<file path="src/rtl/shift_register_pkg.sv">
// -----------------------------------------------------------------------------
// shift_register_pkg
//   Shared constants for the parallel-load / serial-in shift register.
//   - WIDTH_DEFAULT : default register width in bits.
//   - DIR_LEFT      : DIR encoding for a shift toward the MSB (SER_IN -> LSB).
//   - DIR_RIGHT     : DIR encoding for a shift toward the LSB (SER_IN -> MSB).
// -----------------------------------------------------------------------------
package shift_register_pkg;

   localparam int   WIDTH_DEFAULT = 8;

   localparam logic DIR_LEFT  = 1'b1;
   localparam logic DIR_RIGHT = 1'b0;

endpackage : shift_register_pkg

</file>
<file path="src/rtl/shift_register.sv">
// -----------------------------------------------------------------------------
// shift_register
//   Edge-triggered parallel-load / serial-in shift register with a synchronous
//   clear, a synchronous parallel load and a one-bit left or right shift per
//   clock. The vacated bit is filled from SER_IN; the bit shifted out is
//   discarded.
//
// Ports
//   CLK     in   1      clock, all state changes on the rising edge
//   RST     in   1      synchronous active-high clear (highest priority)
//   LOAD    in   1      synchronous parallel load, overrides SHIFT
//   SHIFT   in   1      synchronous one-bit shift enable
//   DIR     in   1      DIR_LEFT (1) toward MSB, DIR_RIGHT (0) toward LSB
//   DATA    in   WIDTH  parallel load value
//   SER_IN  in   1      serial fill bit for shifts
//   Q       out  WIDTH  register contents, driven straight from the flops
// -----------------------------------------------------------------------------
module shift_register
   import shift_register_pkg::*;
#(
   parameter int WIDTH = WIDTH_DEFAULT
) (
   input  logic             CLK,
   input  logic             RST,
   input  logic             LOAD,
   input  logic             SHIFT,
   input  logic             DIR,
   input  logic [WIDTH-1:0] DATA,
   input  logic             SER_IN,
   output logic [WIDTH-1:0] Q
);

   logic [WIDTH-1:0] q_next;

   // Next-state mux. A priority if/else chain (rather than a case on the
   // control bits) means an unknown SHIFT is never consulted while LOAD is
   // high, so it cannot corrupt the loaded value. RST is applied in the
   // register itself, above everything here.
   always_comb begin
      q_next = Q;
      if (LOAD) begin
         q_next = DATA;
      end else if (SHIFT) begin
         if (DIR == DIR_LEFT) begin
            q_next = {Q[WIDTH-2:0], SER_IN};
         end else begin
            q_next = {SER_IN, Q[WIDTH-1:1]};
         end
      end
   end

   always_ff @(posedge CLK) begin
      if (RST) begin
         Q <= '0;
      end else begin
         Q <= q_next;
      end
   end

endmodule : shift_register

</file>
<file path="config.mk">
export PLATFORM = sky130hd
export DESIGN_NAME = shift_register
export DESIGN_NICKNAME = d
export VERILOG_FILES = /design/src/rtl/shift_register_pkg.sv /design/src/rtl/shift_register.sv
export SDC_FILE = /design/constraint.sdc
export NUM_CORES = 1
export LEC_CHECK = 0
export CORE_MARGIN = 2
export CORE_UTILIZATION = 35
export CTS_CLUSTER_DIAMETER = 80
export DETAILED_ROUTE_END_ITERATION = 6
export GPL_ROUTABILITY_DRIVEN = 0
export GPL_TIMING_DRIVEN = 0
export PLACE_DENSITY = 0.81
export SLEW_MARGIN = 40
export SYNTH_ARGS = -nofsm -noshare
export SYNTH_HDL_FRONTEND = slang
export SYNTH_SLANG_ARGS = --single-unit
</file>
<file path="constraint.sdc">
create_clock -name CLK -period 1 [get_ports CLK]
set_clock_uncertainty 0.1 [all_clocks]
set_input_delay 0.1 -clock CLK [delete_from_list [all_inputs] [get_ports CLK]]
set_output_delay 0.1 -clock CLK [all_outputs]
set_load 0.02 [all_outputs]
</file>
==> flow_summary.toml, run 1 <==
[outcome]
outcome = "complete, but fails checks"
violations = "negative setup slack"

[global_route]
antenna_found_initial = 0
grt.total_usage_pct = 18.35
grt.overflow.total = 0
grt_pass1_vias = 440
grt_max_degree = 11
grt_pass1_wl_um = 1994

[power]
p_leak_nw = 0.3272
vdd_drop_max_uv = 683.2
power_mw = 0.8499
powerDensity_nw_per_um2 = 1075

[synthesis]
ys_seq_area_share_pct = 33.25
synthFlopType = "dfxtp_1"
synthArstFlopShare_pct = 0
ys_ff_latch = 8
synth.avg_cell_area_sq_um = 10.70
yosysTopAreaCell = "dfxtp_1"
ys_top_cells_by_count = "8 x dfxtp_1, 8 x mux2i_1, 7 x nand2_1, 5 x o221ai_1"
synth_top_area_share_pct = 33.25
synth_edf_count = 0
yosysUniqueCellTypes = 12
synth.cell_area_sq_um = 481.7
synth_fp_nets = 59
synth_cells = 45
ys_top_cells_by_area = "dfxtp_1 33%, mux2i_1 17%, o221ai_1 9.1%, or4b_1 8.3%, or4b_2 8.3%"
synth_warnings = 0

[cts]
clockBufferDepth = 2
cts_tree = "yes"
clock_latency_ns = 0.26
ctsHtreeMaxLevel = 1
cts_buffers = 3
cts-hold-fix-buffers = 0
cts_sinks = 8
cts-root-buf = "clkbuf_4"
cts.clk_slew.worst_paths_ns = 0.06

[placed_design]
place_inst = 80
portBuffers = 20
dp_hpwl_um = 883.4

[critical_path]
crit_buf_inv = 0
worstPathArrival_ns = 1.14
path_class = "flop to flop"
critPathCaptureType = "flop"
crit_required_ns = 1.08
critPathMaxFanout = 4
cp_slowest_stage_delay_ns = 0.46
r2r_slack_ns = -0.06
critPathSlowestCell = "or4b_4"
critPathLaunchType = "flop"
critPathTopFamily = "simple AND/OR/NAND/NOR gates"
cp_cell_sequence = "or4b_4, o221ai_2"

[flow_run]
cap_violations = 0

[routing]
routed_wirelength_um = 1317
ant_nets = 0
drtIter0Drc = 8
avgRoutedWirePerCell_um = 15.14
vias = 489
first_pass_iters = 4
via_per_inst = 5.621
route.detailed.drc = 0

[final_layout]
diodes = 0
stdcell_count = 87
area_growth_pct = 64.16
reg_top3 = "Q (8)"
largest_reg_flops = 8
top_register = "Q"
final_nets = 88
fin_util_pct = 60.77
drive_gt1_share_pct = 58.33
fill_cells = 112

[die]
start_util_pct = 37.02
rows = 13
pin_count = 22
die_area_sq_um = 1689
die_w_um = 41.10
die_y_um = 41.10
core_sq_um = 1301

[sta]
finalMaxSlewViolations = 0
relSlewSlack_pct = 83.84
worstMarginPinSlew_ns = 0.2424
worst_slack_ns = -0.06163
max_freq_mhz = 941.9
rsz0062_at_grt = "yes"
period_needed_ns = 1.062
hold_viol = 0
setup_viol = 8
fin_crit_sh_pct = 106.2

[min_path]
hp-class = "input port to flop"
==> metrics by stage <==
step | area [sq um] | hold WS [ns] | setup TNS (ns) | setup slack, ns
final | 790.8 | 0.1787 | -0.3629 | -0.06163
after global routing | 790.8 | 0.1920 | -0.5237 | -0.09093
after CTS | 779.5 | 0.1750 | -0.3669 | -0.05582
after detailed placement | 770.7 | 0.4567 | -6.037 | -0.6655
after global placement | 770.7 | 0.4506 | -5.895 | -0.6369
after floorplan | 551.8 | 0.1693 | -0.4880 | -0.06839
==> kinds of logic (layout without fill, tap and decap cells) <==
| kind of cell | count (synthesis) | count (layout) | synth area share, % |
|---|---|---|---|
| AOI/OAI and AO/OA | 8 | 8 | 17.92 |
| buffers and inverters | 4 | 31 | 6.753 |
| DFF | 8 | 8 | 33.25 |
| muxes | 8 | 8 | 16.62 |
| and+or+nand+nor | 17 | 17 | 25.46 |
==> path summary, 6_finish.rpt <==
| check | cells past startpoint | startpoint | to |
|---|---|---|---|
| setup reg to reg | 2 | Q[2] | Q[2] |
| hold reg to reg | 2 | Q[7] | Q[6] |
| hold / removal | 3 | LOAD | Q[4] |
| setup / recovery | 2 | Q[2] | Q[2] |
==> where the power goes <==
group          switching, mW  internal [mW]
sequential            0.0177          0.334
combinational          0.112          0.122
clock                  0.125          0.138
==> timing repair <==
action | in CTS | in global routing
setup endpoints to repair | 16 | 8
cloned | 0 | 0
buffers inserted | 3 | 1
resized for setup | 45 | 1
==> layout by cell type (no fill, tap or decap) <==
cell,n
buf_2,10
buf_4,4
buf_6,3
clkbuf_4,3
clkdlybuf4s15_2,2
clkdlybuf4s50_1,9
dfxtp_4,8
mux2i_1,8
nand2_1,7
nand3b_1,1
o211ai_2,1
o221ai_1,1
o221ai_2,6
or3b_1,1
or4b_1,3
or4b_4,5
==> worst reg2reg max path, stage by stage (launching register included) <==
cell and delay, ns:
dfxtp_4 0.36, or4b_4 0.46, o221ai_2 0.07
==> metal layers <==
layer  vias up  share of wire, %  track usage, %
met5         -                 0               0
met4         0               2.2           12.10
met3         4               5.5           3.804
met2        17                43           26.17
met1       230                50           24.44
li1        238                 -               -
==> layout make-up <==
class / count / area, sq um / share of cell area (%)
multi-input combinational: 33 / 332.8 / 42.09
sequential: 8 / 190.2 / 24.05
timing repair buffer: 24 / 187.7 / 23.73
buffer: 4 / 38.79 / 4.905
clock buffer: 3 / 22.52 / 2.848
tap: 15 / 18.77 / 2.373
(Power assumes the default switching activity.)
==> run 2: changes to the inputs <==
--- a/config.mk
+++ b/config.mk
@@ -7,10 +7,10 @@
 export LEC_CHECK = 0
 export CORE_MARGIN = 2
 export CORE_UTILIZATION = 35
-export CTS_CLUSTER_DIAMETER = 80
+export CTS_CLUSTER_DIAMETER = 200
 export DETAILED_ROUTE_END_ITERATION = 6
 export GPL_ROUTABILITY_DRIVEN = 0
-export GPL_TIMING_DRIVEN = 0
+export HOLD_SLACK_MARGIN = 0.15
 export PLACE_DENSITY = 0.81
 export SLEW_MARGIN = 40
 export SYNTH_ARGS = -nofsm -noshare
==> run 2 against run 1 <==
Compared with the run above:
- the flow still finishes with violations (negative setup slack)
- design area grew 18%
- first-iteration DRC count down 88%
- combinational power is 26% higher
- largest power group unchanged
- critical endpoint is now Q[5]
- die area unchanged
- sequential cell count unchanged
- critical path depth unchanged
- wire length is 11% higher
- fmax is 0.21% lower
- final cell count up 14%
- global-route usage up 2.7 points
- worst setup slack worse by 0.0022 ns
==> flow_summary.toml, run 2 (synthesized netlist as in run 1, its figures left out) <==
[placed_design]
portBuffers = 21
dp_hpwl_um = 1016
place_inst = 90
placed_cell_area_sq_um = 858.3

[final_layout]
area_growth_pct = 93.25
reg_top3 = "Q (8)"
final_cell_mix = "13 x buf_4, 9 x clkdlybuf4s50_1, 8 x dfxtp_4, 8 x or4b_4, 8 x buf_2"
fin_util_pct = 71.54
fin_area_sq_um = 930.9
drive_gt1_share_pct = 67.86
layout_commonest_cell = "buf_4"
final_nets = 100
top_register = "Q"
stdcell_count = 99
largest_reg_flops = 8
diodes = 0

[routing]
drtIter0Drc = 1
routed_wirelength_um = 1459
vias = 531
via_per_inst = 5.364
avgRoutedWirePerCell_um = 14.74
ant_nets = 0
route.detailed.drc = 0
first_pass_iters = 2

[global_route]
grt_pass1_wl_um = 2201
grt.overflow.total = 0
grt_busiest_layer = "met2"
use_met1_pct = 23.47
use_met3_pct = 7.609
use_met2_pct = 35.16
grt_pass1_vias = 490
antenna_found_initial = 0
grt.total_usage_pct = 21.02
grt_max_degree = 11

[cts]
ctsHtreeMaxLevel = 1
cts_tree = "yes"
clock_latency_ns = 0.25
cts-root-buf = "clkbuf_4"
cts_sinks = 8
clockBufferDepth = 2
cts.clk_slew.worst_paths_ns = 0.06
cts_buffers = 3

[critical_path]
r2r_start = "Q[5]"
crit_required_ns = 1.06
r2r-end = "Q[5]"
rr_worst_depth = 2
path_class = "flop to flop"
critPathCaptureType = "flop"
r2r_slack_ns = -0.06
critPathMaxFanout = 4
worstPathArrival_ns = 1.13
critPathLaunchType = "flop"

[die]
die_area_sq_um = 1689
start_util_pct = 37.02
die_w_um = 41.10
pin_count = 22
core_sq_um = 1301
die_y_um = 41.10
rows = 13

[power]
vdd_drop_max_uv = 610.1
powerDensity_nw_per_um2 = 965.6
p_leak_nw = 0.3997
p_clk_share_pct = 28.1
p_sw_mw = 0.2596
switching_share_pct = 28.88
power_frac_seq_pct = 39.1
p_int_mw = 0.6393
combinationalPowerShare_pct = 32.9

[sta]
setup_viol = 8
fin_crit_sh_pct = 106.4
hold_viol = 0
whs_ns = 0.3415
worstMarginPinSlew_ns = 0.1784
relSlewSlack_pct = 87.76
max_freq_mhz = 940.0
rsz0062_at_grt = "yes"
worst_slack_ns = -0.06381
period_needed_ns = 1.064
finalMaxSlewViolations = 0

[min_path]
min_from = "SHIFT"
hold_depth = 4
hold_end = "Q[6]"
hp-class = "input port to flop"

[flow_run]
cap_violations = 0

[outcome]
outcome = "complete, but fails checks"
violations = "negative setup slack"
## run 2: worst max-delay path by stage
| stage | start | to | cells after the start |
|---|---|---|---|
| floorplan | Q[4] | Q[4] | 2 |
| global placement | LOAD | Q[7] | 4 |
| detailed placement | LOAD | Q[3] | 4 |
| CTS | Q[5] | Q[5] | 2 |
| global route | Q[2] | Q[2] | 2 |
| finish | Q[5] | Q[5] | 2 |
## run 2: per-stage QoR
step	setup TNS, ns	total power [mW]	worst slack (ns)
global placement	-4.849	0.6321	-0.4901
detailed placement	-4.929	0.6356	-0.5082
global route	-0.5551	0.9425	-0.07620
CTS	-0.4120	0.9026	-0.06756
floorplan	-0.4880	0.4794	-0.06839
finish	-0.3784	0.8989	-0.06381
## run 2: cell type report
cell class              count  area (sq um)
fillers                    99         370.4
multi-input cells          33         360.3
repair buffers             40         339.1
flip-flops and latches      8         190.2
clock buffers               3         22.52
well taps                  15         18.77
## run 2: routing by layer
| layer | share of wire, % | wire length [um] |
|---|---|---|
| met5 | 0 | 0 |
| met4 | 0.89 | 13 |
| met3 | 6.4 | 94 |
| met2 | 48 | 698 |
| met1 | 45 | 652 |
## run 2: power by group through the flow
stage	registers (mW)	logic, mW	clock network, mW
2_1_floorplan	0.384	0.0956	0
3_3_place_gp	0.360	0.272	0
3_5_place_dp	0.360	0.275	0
4_1_cts	0.352	0.295	0.256
5_1_grt	0.354	0.316	0.272
6_report	0.351	0.295	0.252
## run 2: repair_timing
action | in CTS | in global routing
hold buffers | 0 | 0
gates resized for setup | 50 | 0
setup buffers | 5 | 0
setup endpoints to repair | 16 | 8
cloned | 1 | 0
## run 2: critical path: stages (launching register included)
cell and delay (ns):
dfxtp_4 0.36, or4b_4 0.45, o221ai_2 0.07
==> run 3: changes to the inputs <==
--- a/config.mk
+++ b/config.mk
@@ -12,6 +12,7 @@
 export GPL_ROUTABILITY_DRIVEN = 0
 export HOLD_SLACK_MARGIN = 0.15
 export PLACE_DENSITY = 0.81
+export SETUP_SLACK_MARGIN = 0.05
 export SLEW_MARGIN = 40
 export SYNTH_ARGS = -nofsm -noshare
 export SYNTH_HDL_FRONTEND = slang
==> run 3 against run 2 <==
Compared with the run above:
- the flow still finishes with violations (negative setup slack)
- sequential cell count did not move
- final cell count stayed put
- largest cell class is now buffers
- first-iteration DRC count up 100%
==> flow_summary.toml, run 3 (synthesized netlist as in run 1, its figures left out) <==
[outcome]
outcome = "complete, but fails checks"
violations = "negative setup slack"

[cts]
cts-root-buf = "clkbuf_4"
cts.clk_slew.worst_paths_ns = 0.06
cts_buffers = 3
cts_tree = "yes"
cts_sinks = 8
ctsHtreeMaxLevel = 1
clockBufferDepth = 2
clock_latency_ns = 0.26

[final_layout]
drive_gt1_share_pct = 69.05
seqCellArea_sq_um = 190.2
multi_input_area_sq_um = 364.1
layout_commonest_cell = "buf_4"
final_cell_mix = "14 x buf_4, 12 x buf_6, 9 x clkdlybuf4s50_1"
diodes = 0
fill_cells = 92
top_register = "Q"
largest_reg_flops = 8
stdcell_count = 99
area_growth_pct = 103.6
final_nets = 100
reg_top3 = "Q (8)"
fin_area_sq_um = 980.9

[flow_run]
cap_violations = 0

[global_route]
grt.total_usage_pct = 23.14
grt.overflow.total = 0
antenna_found_initial = 0
grt_pass1_vias = 514
grt_max_degree = 11
grt_pass1_wl_um = 2332

[power]
p_leak_nw = 0.4052
vdd_drop_max_uv = 628.2
powerDensity_nw_per_um2 = 952.7

[routing]
avgRoutedWirePerCell_um = 15.36
route.detailed.drc = 0
routed_wirelength_um = 1521
via_per_inst = 5.455
first_pass_iters = 4
vias = 540
drtIter0Drc = 2
ant_nets = 0

[sta]
hold_viol = 0
worstMarginPinSlew_ns = 0.1773
setup_viol = 8
fin_crit_sh_pct = 107.1
relSlewSlack_pct = 87.84
rsz0062_at_grt = "yes"
finalMaxSlewViolations = 0
worst_slack_ns = -0.07113
max_freq_mhz = 933.6
period_needed_ns = 1.071

[critical_path]
critPathLaunchType = "flop"
crit_buf_inv = 0
path_class = "flop to flop"
crit_required_ns = 1.07
critPathTopFamily = "simple AND/OR/NAND/NOR gates"
cp_cell_sequence = "or4b_4, o221ai_2"
critPathMaxFanout = 4
worstPathArrival_ns = 1.14
cp_slowest_stage_delay_ns = 0.45
path_depth = 2
critPathSlowestCell = "or4b_4"
critPathCaptureType = "flop"
rr_worst_depth = 2

[placed_design]
placed_cell_area_sq_um = 858.3
portBuffers = 21
place_inst = 90
dp_hpwl_um = 1016

[die]
die_w_um = 41.10
core_sq_um = 1301
rows = 13
pin_count = 22
start_util_pct = 37.02
die_area_sq_um = 1689
die_y_um = 41.10

[min_path]
hold_depth = 4
hp-class = "input port to flop"
## run 3: cell counts in the layout (fill, tap and decap cells not counted)
Identical to the previous run, type by type.
## run 3: report_power, final
part	switching, mW	total [mW]	internal (mW)
clock	0.119	0.257	0.138
combinational	0.130	0.321	0.191
sequential	0.0212	0.356	0.335
total	0.270	0.935	0.664
## run 3: per-stage QoR
step | setup TNS [ns] | util (%) | worst slack [ns] | power, mW | hold WS, ns
after detailed placement | -4.929 | 65.96 | -0.5082 | 0.6356 | 0.4577
after CTS | -0.4567 | 74.33 | -0.06756 | 0.9252 | 0.3330
after global routing | -0.6359 | 75.38 | -0.09129 | 0.9832 | 0.3578
after floorplan | -0.4880 | - | -0.06839 | 0.4794 | 0.1693
final | -0.4505 | 75.38 | -0.07113 | 0.9345 | 0.3295
after global placement | -4.849 | 65.96 | -0.4901 | 0.6321 | 0.4514
## run 3: worst paths after layout
kind                            slack (ns)  endpoint  start
worst max-delay path                 -0.07      Q[5]   Q[5]
worst min-delay path                  0.33      Q[6]  SHIFT
worst max register to register       -0.07      Q[5]   Q[5]
worst min register to register        0.48      Q[6]   Q[7]
## run 3: final cells by class
class | count | area share (%)
multi-input combinational | 33 | 37.12
timing repair buffer | 40 | 39.29
sequential | 8 | 19.39
clock buffer | 3 | 2.296
tap | 15 | 1.913
## run 3: repair_timing
| item | in CTS | in global routing |
|---|---|---|
| hold buffers | 0 | 0 |
| gates cloned | 1 | 0 |
| resized for setup | 62 | 4 |
| setup endpoints to repair | 16 | 14 |
| pin swaps | 0 | 0 |
| setup buffers | 5 | 0 |
## run 3: tightest hold or removal path: stages
cell           delay [ns]
dlygate4sd2_1        0.22
buf_6                0.14
or4b_4               0.13
o211ai_2             0.06
## run 3: per-layer routing
layer	share of wire, %	routed length [um]	global-route usage (%)	up-vias
li1	-	-	-	263
met2	50	766	39.84	18
met1	41	627	22.83	257
met4	1.3	20	16.94	0
met5	0	0	0	-
met3	7.0	107	7.609	2
